`src/rtl/tff_pulse_sched_if.sv`:
```
// Request/grant and T-pulse bundle for tff_pulse_sched.
// master: requesting control logic; slave: the scheduler.
interface tff_pulse_sched_if #(
   parameter int unsigned N_REQ = 4,
   parameter int unsigned CNT_W = 8
);
   logic [N_REQ-1:0] req;
   logic [N_REQ-1:0] gnt;
   logic             t_pulse;
   logic             busy;
   logic             t_state;
   logic [CNT_W-1:0] pulse_cnt;

   modport master (
      output req,
      input  gnt,
      input  t_pulse,
      input  busy,
      input  t_state,
      input  pulse_cnt
   );

   modport slave (
      input  req,
      output gnt,
      output t_pulse,
      output busy,
      output t_state,
      output pulse_cnt
   );
endinterface

```
`src/rtl/tff_pulse_sched.sv`:
```
// Round-robin scheduler sharing one T flip-flop pulse input among N_REQ requesters.
// Emits PULSE_W-cycle pulses whose rising edges are at least SEP_CYC cycles apart,
// mirrors the flip-flop state and optionally counts issued pulses.
// Optional feature macro: TFF_SCHED_STATS_EN (live saturating pulse_cnt; else tied to 0).
module tff_pulse_sched #(
   parameter int unsigned N_REQ   = 4,
   parameter int unsigned SEP_CYC = 10,
   parameter int unsigned PULSE_W = 2,
   parameter int unsigned CNT_W   = 8
) (
   input logic              clk,
   input logic              rst,
   tff_pulse_sched_if.slave bus
);

   localparam int unsigned PTR_W = (N_REQ > 1) ? $clog2(N_REQ) : 1;
   localparam int unsigned TMR_W = $clog2(SEP_CYC);
   localparam logic [TMR_W-1:0] PULSE_LAST = TMR_W'(PULSE_W - 1);
   localparam logic [TMR_W-1:0] SEP_LAST   = TMR_W'(SEP_CYC - PULSE_W - 1);

   typedef enum logic [1:0] {StIdle, StPulse, StSep} state_e;

   state_e           state_q, state_d;
   logic [TMR_W-1:0] tmr_q, tmr_d;
   logic [PTR_W-1:0] ptr_q, ptr_d;
   logic [N_REQ-1:0] gnt_q, gnt_d;
   logic             t_pulse_q, t_pulse_d;
   logic             busy_q, busy_d;
   logic             t_state_q, t_state_d;

   logic             win_found;
   logic [PTR_W-1:0] win_idx;
   logic [PTR_W-1:0] scan_idx;
   logic             issue;

   // Round-robin search: first set req bit at or above the pointer, wrapping.
   always_comb begin
      win_found = 1'b0;
      win_idx   = '0;
      scan_idx  = '0;
      for (int unsigned i = 0; i < N_REQ; i++) begin
         scan_idx = PTR_W'((32'(ptr_q) + i) % N_REQ);
         if (!win_found && bus.req[scan_idx]) begin
            win_found = 1'b1;
            win_idx   = scan_idx;
         end
      end
   end

   // Next-state logic; req is only looked at in IDLE and on the last SEP cycle.
   always_comb begin
      state_d = state_q;
      tmr_d   = tmr_q;
      ptr_d   = ptr_q;
      issue   = 1'b0;
      unique case (state_q)
         StIdle: begin
            issue = win_found;
         end
         StPulse: begin
            if (tmr_q == PULSE_LAST) begin
               state_d = StSep;
               tmr_d   = '0;
            end else begin
               tmr_d = tmr_q + 1'b1;
            end
         end
         StSep: begin
            if (tmr_q == SEP_LAST) begin
               if (win_found) begin
                  issue = 1'b1;
               end else begin
                  state_d = StIdle;
               end
            end else begin
               tmr_d = tmr_q + 1'b1;
            end
         end
         default: begin
            state_d = StIdle;
         end
      endcase

      if (issue) begin
         state_d = StPulse;
         tmr_d   = '0;
         ptr_d   = (32'(win_idx) == N_REQ - 1) ? '0 : win_idx + 1'b1;
      end
   end

   // Registered outputs follow the next state so they line up with the grant edge.
   always_comb begin
      gnt_d     = issue ? (N_REQ'(1) << win_idx) : '0;
      t_pulse_d = (state_d == StPulse);
      busy_d    = (state_d != StIdle);
      t_state_d = t_state_q ^ issue;
   end

   // State and output registers with synchronous reset.
   always_ff @(posedge clk) begin
      if (rst) begin
         state_q   <= StIdle;
         tmr_q     <= '0;
         ptr_q     <= '0;
         gnt_q     <= '0;
         t_pulse_q <= 1'b0;
         busy_q    <= 1'b0;
         t_state_q <= 1'b0;
      end else begin
         state_q   <= state_d;
         tmr_q     <= tmr_d;
         ptr_q     <= ptr_d;
         gnt_q     <= gnt_d;
         t_pulse_q <= t_pulse_d;
         busy_q    <= busy_d;
         t_state_q <= t_state_d;
      end
   end

   assign bus.gnt     = gnt_q;
   assign bus.t_pulse = t_pulse_q;
   assign bus.busy    = busy_q;
   assign bus.t_state = t_state_q;

`ifdef TFF_SCHED_STATS_EN
   logic [CNT_W-1:0] pulse_cnt_q, pulse_cnt_d;

   // Saturating count of issued pulses; holds at all-ones.
   always_comb begin
      pulse_cnt_d = pulse_cnt_q;
      if (issue && (pulse_cnt_q != '1)) begin
         pulse_cnt_d = pulse_cnt_q + 1'b1;
      end
   end

   // Pulse counter register.
   always_ff @(posedge clk) begin
      if (rst) begin
         pulse_cnt_q <= '0;
      end else begin
         pulse_cnt_q <= pulse_cnt_d;
      end
   end

   assign bus.pulse_cnt = pulse_cnt_q;
`else
   assign bus.pulse_cnt = '0;
`endif

endmodule
```
`src/flat_wrapper.sv`:
```
// flat-port wrapper written by rule: the top's interface ports become plain ports
module tff_pulse_sched_flat 
#(
   parameter int unsigned N_REQ   = 4,
   parameter int unsigned SEP_CYC = 10,
   parameter int unsigned PULSE_W = 2,
   parameter int unsigned CNT_W   = 8
)
  (clk, rst, bus_req, bus_gnt, bus_t_pulse, bus_busy, bus_t_state, bus_pulse_cnt);
  tff_pulse_sched_if #(.N_REQ(N_REQ), .CNT_W(CNT_W)) bus_i ();
  input logic clk;
  input logic rst;
  input wire logic [$bits(bus_i.req)-1:0] bus_req;
  output wire logic [$bits(bus_i.gnt)-1:0] bus_gnt;
  output wire logic [$bits(bus_i.t_pulse)-1:0] bus_t_pulse;
  output wire logic [$bits(bus_i.busy)-1:0] bus_busy;
  output wire logic [$bits(bus_i.t_state)-1:0] bus_t_state;
  output wire logic [$bits(bus_i.pulse_cnt)-1:0] bus_pulse_cnt;
  assign bus_i.req = bus_req;
  assign bus_gnt = bus_i.gnt;
  assign bus_t_pulse = bus_i.t_pulse;
  assign bus_busy = bus_i.busy;
  assign bus_t_state = bus_i.t_state;
  assign bus_pulse_cnt = bus_i.pulse_cnt;
  tff_pulse_sched #(.N_REQ(N_REQ), .SEP_CYC(SEP_CYC), .PULSE_W(PULSE_W), .CNT_W(CNT_W)) u_core (.clk(clk), .rst(rst), .bus(bus_i));
endmodule
```
`config.mk`:
```
export PLATFORM = sky130hd
export DESIGN_NAME = tff_pulse_sched_flat
export DESIGN_NICKNAME = d
export VERILOG_FILES = /design/src/rtl/tff_pulse_sched_if.sv /design/src/rtl/tff_pulse_sched.sv /design/src/flat_wrapper.sv
export SDC_FILE = /design/constraint.sdc
export NUM_CORES = 1
export LEC_CHECK = 0
export CAP_MARGIN = 40
export CORE_MARGIN = 8
export CORE_UTILIZATION = 40
export DETAILED_ROUTE_END_ITERATION = 10
export GPL_TIMING_DRIVEN = 0
export PLACE_DENSITY_LB_ADDON = 0.25
export SLEW_MARGIN = 25
export SYNTH_ARGS = -nofsm -noshare
export SYNTH_HDL_FRONTEND = slang
export SYNTH_SLANG_ARGS = --single-unit
```
`constraint.sdc`:
```
create_clock -name clk -period 2.55 [get_ports clk]
set_clock_uncertainty 0.2 [all_clocks]
set_input_delay 0.51 -clock clk [delete_from_list [all_inputs] [get_ports clk]]
set_output_delay 0.51 -clock clk [all_outputs]
set_load 0.02 [all_outputs]
```
==> impl_metrics.py <==
metrics = {
    "run_status": {
        "status": "completed",
    },
    "logic_synthesis": {
        "ys_types": 41,
        "synth-async-reset-ratio_pct": 0,
        "synth_edf_count": 0,
        "synth_top_area_cell": "dfxtp_1",
        "synth_top_family_by_area": "simple AND/OR/NAND/NOR gates",
        "syn_inst": 101,
        "synth-xor-area-share_pct": 4.02,
        "syn-cell-area_um2": 871,
        "yosys.area_share.simple_pct": 23.4,
        "synth_area_per_cell_um2": 8.62,
        "synthMuxAreaShare_pct": 2.30,
        "synth_adder_area_share_pct": 2.87,
        "yosys.area.top_type_share_pct": 34.5,
        "synth_compound_area_share_pct": 20.0,
        "synthFlopType": "dfxtp_1",
        "synth_area_leaders": "dfxtp_1 (34%), a21oi_1 (6.9%), buf_4 (6.9%)",
        "ys_ff_latch": 15,
        "ys_warn_count": 0,
        "yosysSeqAreaShare_pct": 34.5,
    },
    "cts": {
        "post-cts-setup-buffer-count": 0,
        "cts_buffers": 3,
        "insertion_delay_ns": 0.29,
        "cts.sinks": 15,
        "h-tree-depth": 1,
        "cts_tree": "built",
        "cts_hold_buf": 0,
        "cts_resized": 0,
        "clk_pin_slew_worst_paths_ns": 0.10,
        "clockRootBuffer": "clkbuf_4",
        "clockBufferDepth": 2,
    },
    "floorplan": {
        "start_util_pct": 40.9,
        "ioPinCount": 21,
        "die_width_um": 62.7,
        "die_h_um": 62.7,
        "dieArea_mm2": 0.00393,
        "fp-row-count": 17,
        "coreArea_mm2": 0.00213,
    },
    "detailed_routing": {
        "wire_per_inst_um": 10.9,
        "drtPass1Iterations": 4,
        "initialDrtViolationCount": 12,
        "drc": 0,
        "finalWirelength_mm": 1.64,
        "vias_per_cell": 4.81,
        "num_vias": 722,
        "drtAntennaViolNets": 0,
    },
    "worst_setup_path": {
        "worstPathArrival_ns": 1.97,
        "cp_data_required_time_ns": 2.53,
        "r2r_start": "u_core.tmr_q[0]$_SDFFE_PP0P_",
        "rrSetupSlack_ns": 0.64,
        "reg2reg_depth": 7,
        "crit_path_start_kind": "input pin",
        "cp_max_fo": 4,
        "critPathKind": "in -> reg",
        "r2r_end": "u_core.bus.gnt[2]$_SDFF_PP0_",
        "endpoint_kind": "flop",
    },
    "grt": {
        "antenna_found_initial": 0,
        "overflow": 0,
        "grt.total_usage_pct": 8.96,
        "first_global_vias": 683,
        "grt_max_degree": 11,
        "grt_pass1_wl_mm": 2.95,
    },
    "timing": {
        "drv_slew": 0,
        "setup_viol": 0,
        "timing.setup.tns_ns": 0,
        "tightest_slew_ns": 0.514,
        "period_needed_ns": 1.99,
        "period_share_pct": 78.1,
        "timing.slew.headroom_pct": 65.7,
        "clock.fmax_mhz": 502,
        "rsz0062_at_grt": "no",
        "finalHoldViolations": 0,
    },
    "final_layout": {
        "diodes": 0,
        "utilization_pct": 49.8,
        "fin_nets": 131,
        "design_area_mm2": 0.00106,
        "layout_common_cells": "dfxtp_1 (15), a21oi_1 (12), clkdlybuf4s50_1 (10)",
        "fillCellCount": 224,
        "drive_above_1_share_pct": 15.6,
        "area_delta_synth_final_pct": 21.7,
        "final_common_cell": "dfxtp_1",
    },
    "power_and_ir_drop": {
        "power_leakage_uw": 0.000431,
        "irDropWorstVdd_v": 0.000434,
        "power_density_mw_per_mm2": 576,
    },
    "placement": {
        "routabilityCongestion": 0.783,
        "io_buffer_count": 10,
        "placed_area_mm2": 0.00103,
        "hpwl_mm": 1.35,
    },
    "job": {
        "maxCapViolations": 0,
    },
    "worst_hold_path": {
        "hold_end": "u_core.bus.t_state$_SDFF_PP0_",
        "min_path_type": "reg -> reg",
        "whs_path_depth": 2,
        "hold_start": "u_core.bus.t_state$_SDFF_PP0_",
    },
}
==> metrics by stage <==
step           setup slack (ns)  instances  power (uW)  hold WS, ns
3_3_place_gp              0.298        146         476        0.304
2_1_floorplan             0.719        108         427        0.320
4_1_cts                   0.562        150         615        0.346
6_report                  0.558        150         610        0.349
5_1_grt                   0.431        150         649        0.377
3_5_place_dp              0.261        146         480        0.326
==> critical path, cell delays in order <==
cell and delay, ns:
clkdlybuf4s50_1 0.48, nand2b_1 0.19, or4_1 0.40, o211ai_1 0.13, nor3_1 0.07, a31o_1 0.19
==> sequential cells by signal, summed over array words and instances, names as in the netlist, named ones only <==
signal	cells
u_core.bus.gnt	4
u_core.tmr_q	4
u_core.state_q	2
u_core.bus.busy	1
u_core.bus.t_pulse	1
u_core.bus.t_state	1
u_core.ptr_q	1
==> layer usage <==
metal	GRT usage (%)	wire length (um)	up-vias
met5	0	0	-
met4	2.85	21	0
met3	4.30	102	5
met2	15.9	824	15
met1	8.98	691	320
li1	-	-	382
==> where the power goes <==
part,switching [uW],internal [uW]
clock network,77.9,58.2
registers,13.0,256
logic,110,95.0
total,201,409
==> synth_stat cells (all sizes together) (2+ instances only) <==
master	count
dfxtp	15
nor3	6
inv	5
o21ai	2
ha	2
mux2i	2
and2	2
a21oi	12
nand2b	3
nor4	2
nor3b	3
nor2	5
nand2	3
xnor2	3
nor2b	5
buf	12
==> how the worst max path moves through the flow <==
stage / start / to / slack (ns) / cells after the start
floorplan: bus_req[0] / flop / 0.72 / 5
global placement: bus_req[3] / flop / 0.30 / 6
detailed placement: bus_req[3] / flop / 0.26 / 6
CTS: bus_req[3] / flop / 0.56 / 6
global route: u_core.tmr_q[0]$_SDFFE_PP0P_ / u_core.bus.gnt[2]$_SDFF_PP0_ / 0.43 / 7
finish: bus_req[3] / flop / 0.56 / 6
==> cell families after synthesis <==
family,after synthesis
buffers and inverters,18
AND/OR/NAND/NOR,34
XOR/XNOR,4
AO/OA/AOI/OAI,25
multiplexers,2
adder cells (fa/ha/maj),2
flip-flops,15
other,1
==> final cells by class <==
type | count | area, um2 | share of cell area (%)
clock buffer | 3 | 22.5 | 2.13
inverter | 5 | 18.8 | 1.77
multi-input combinational | 75 | 488 | 46.0
sequential | 15 | 300 | 28.3
buffer | 13 | 90.1 | 8.50
timing repair buffer | 10 | 100 | 9.45
tap | 28 | 35.0 | 3.31
clock inverter | 1 | 5.00 | 0.472
(Power assumes the default switching activity.)
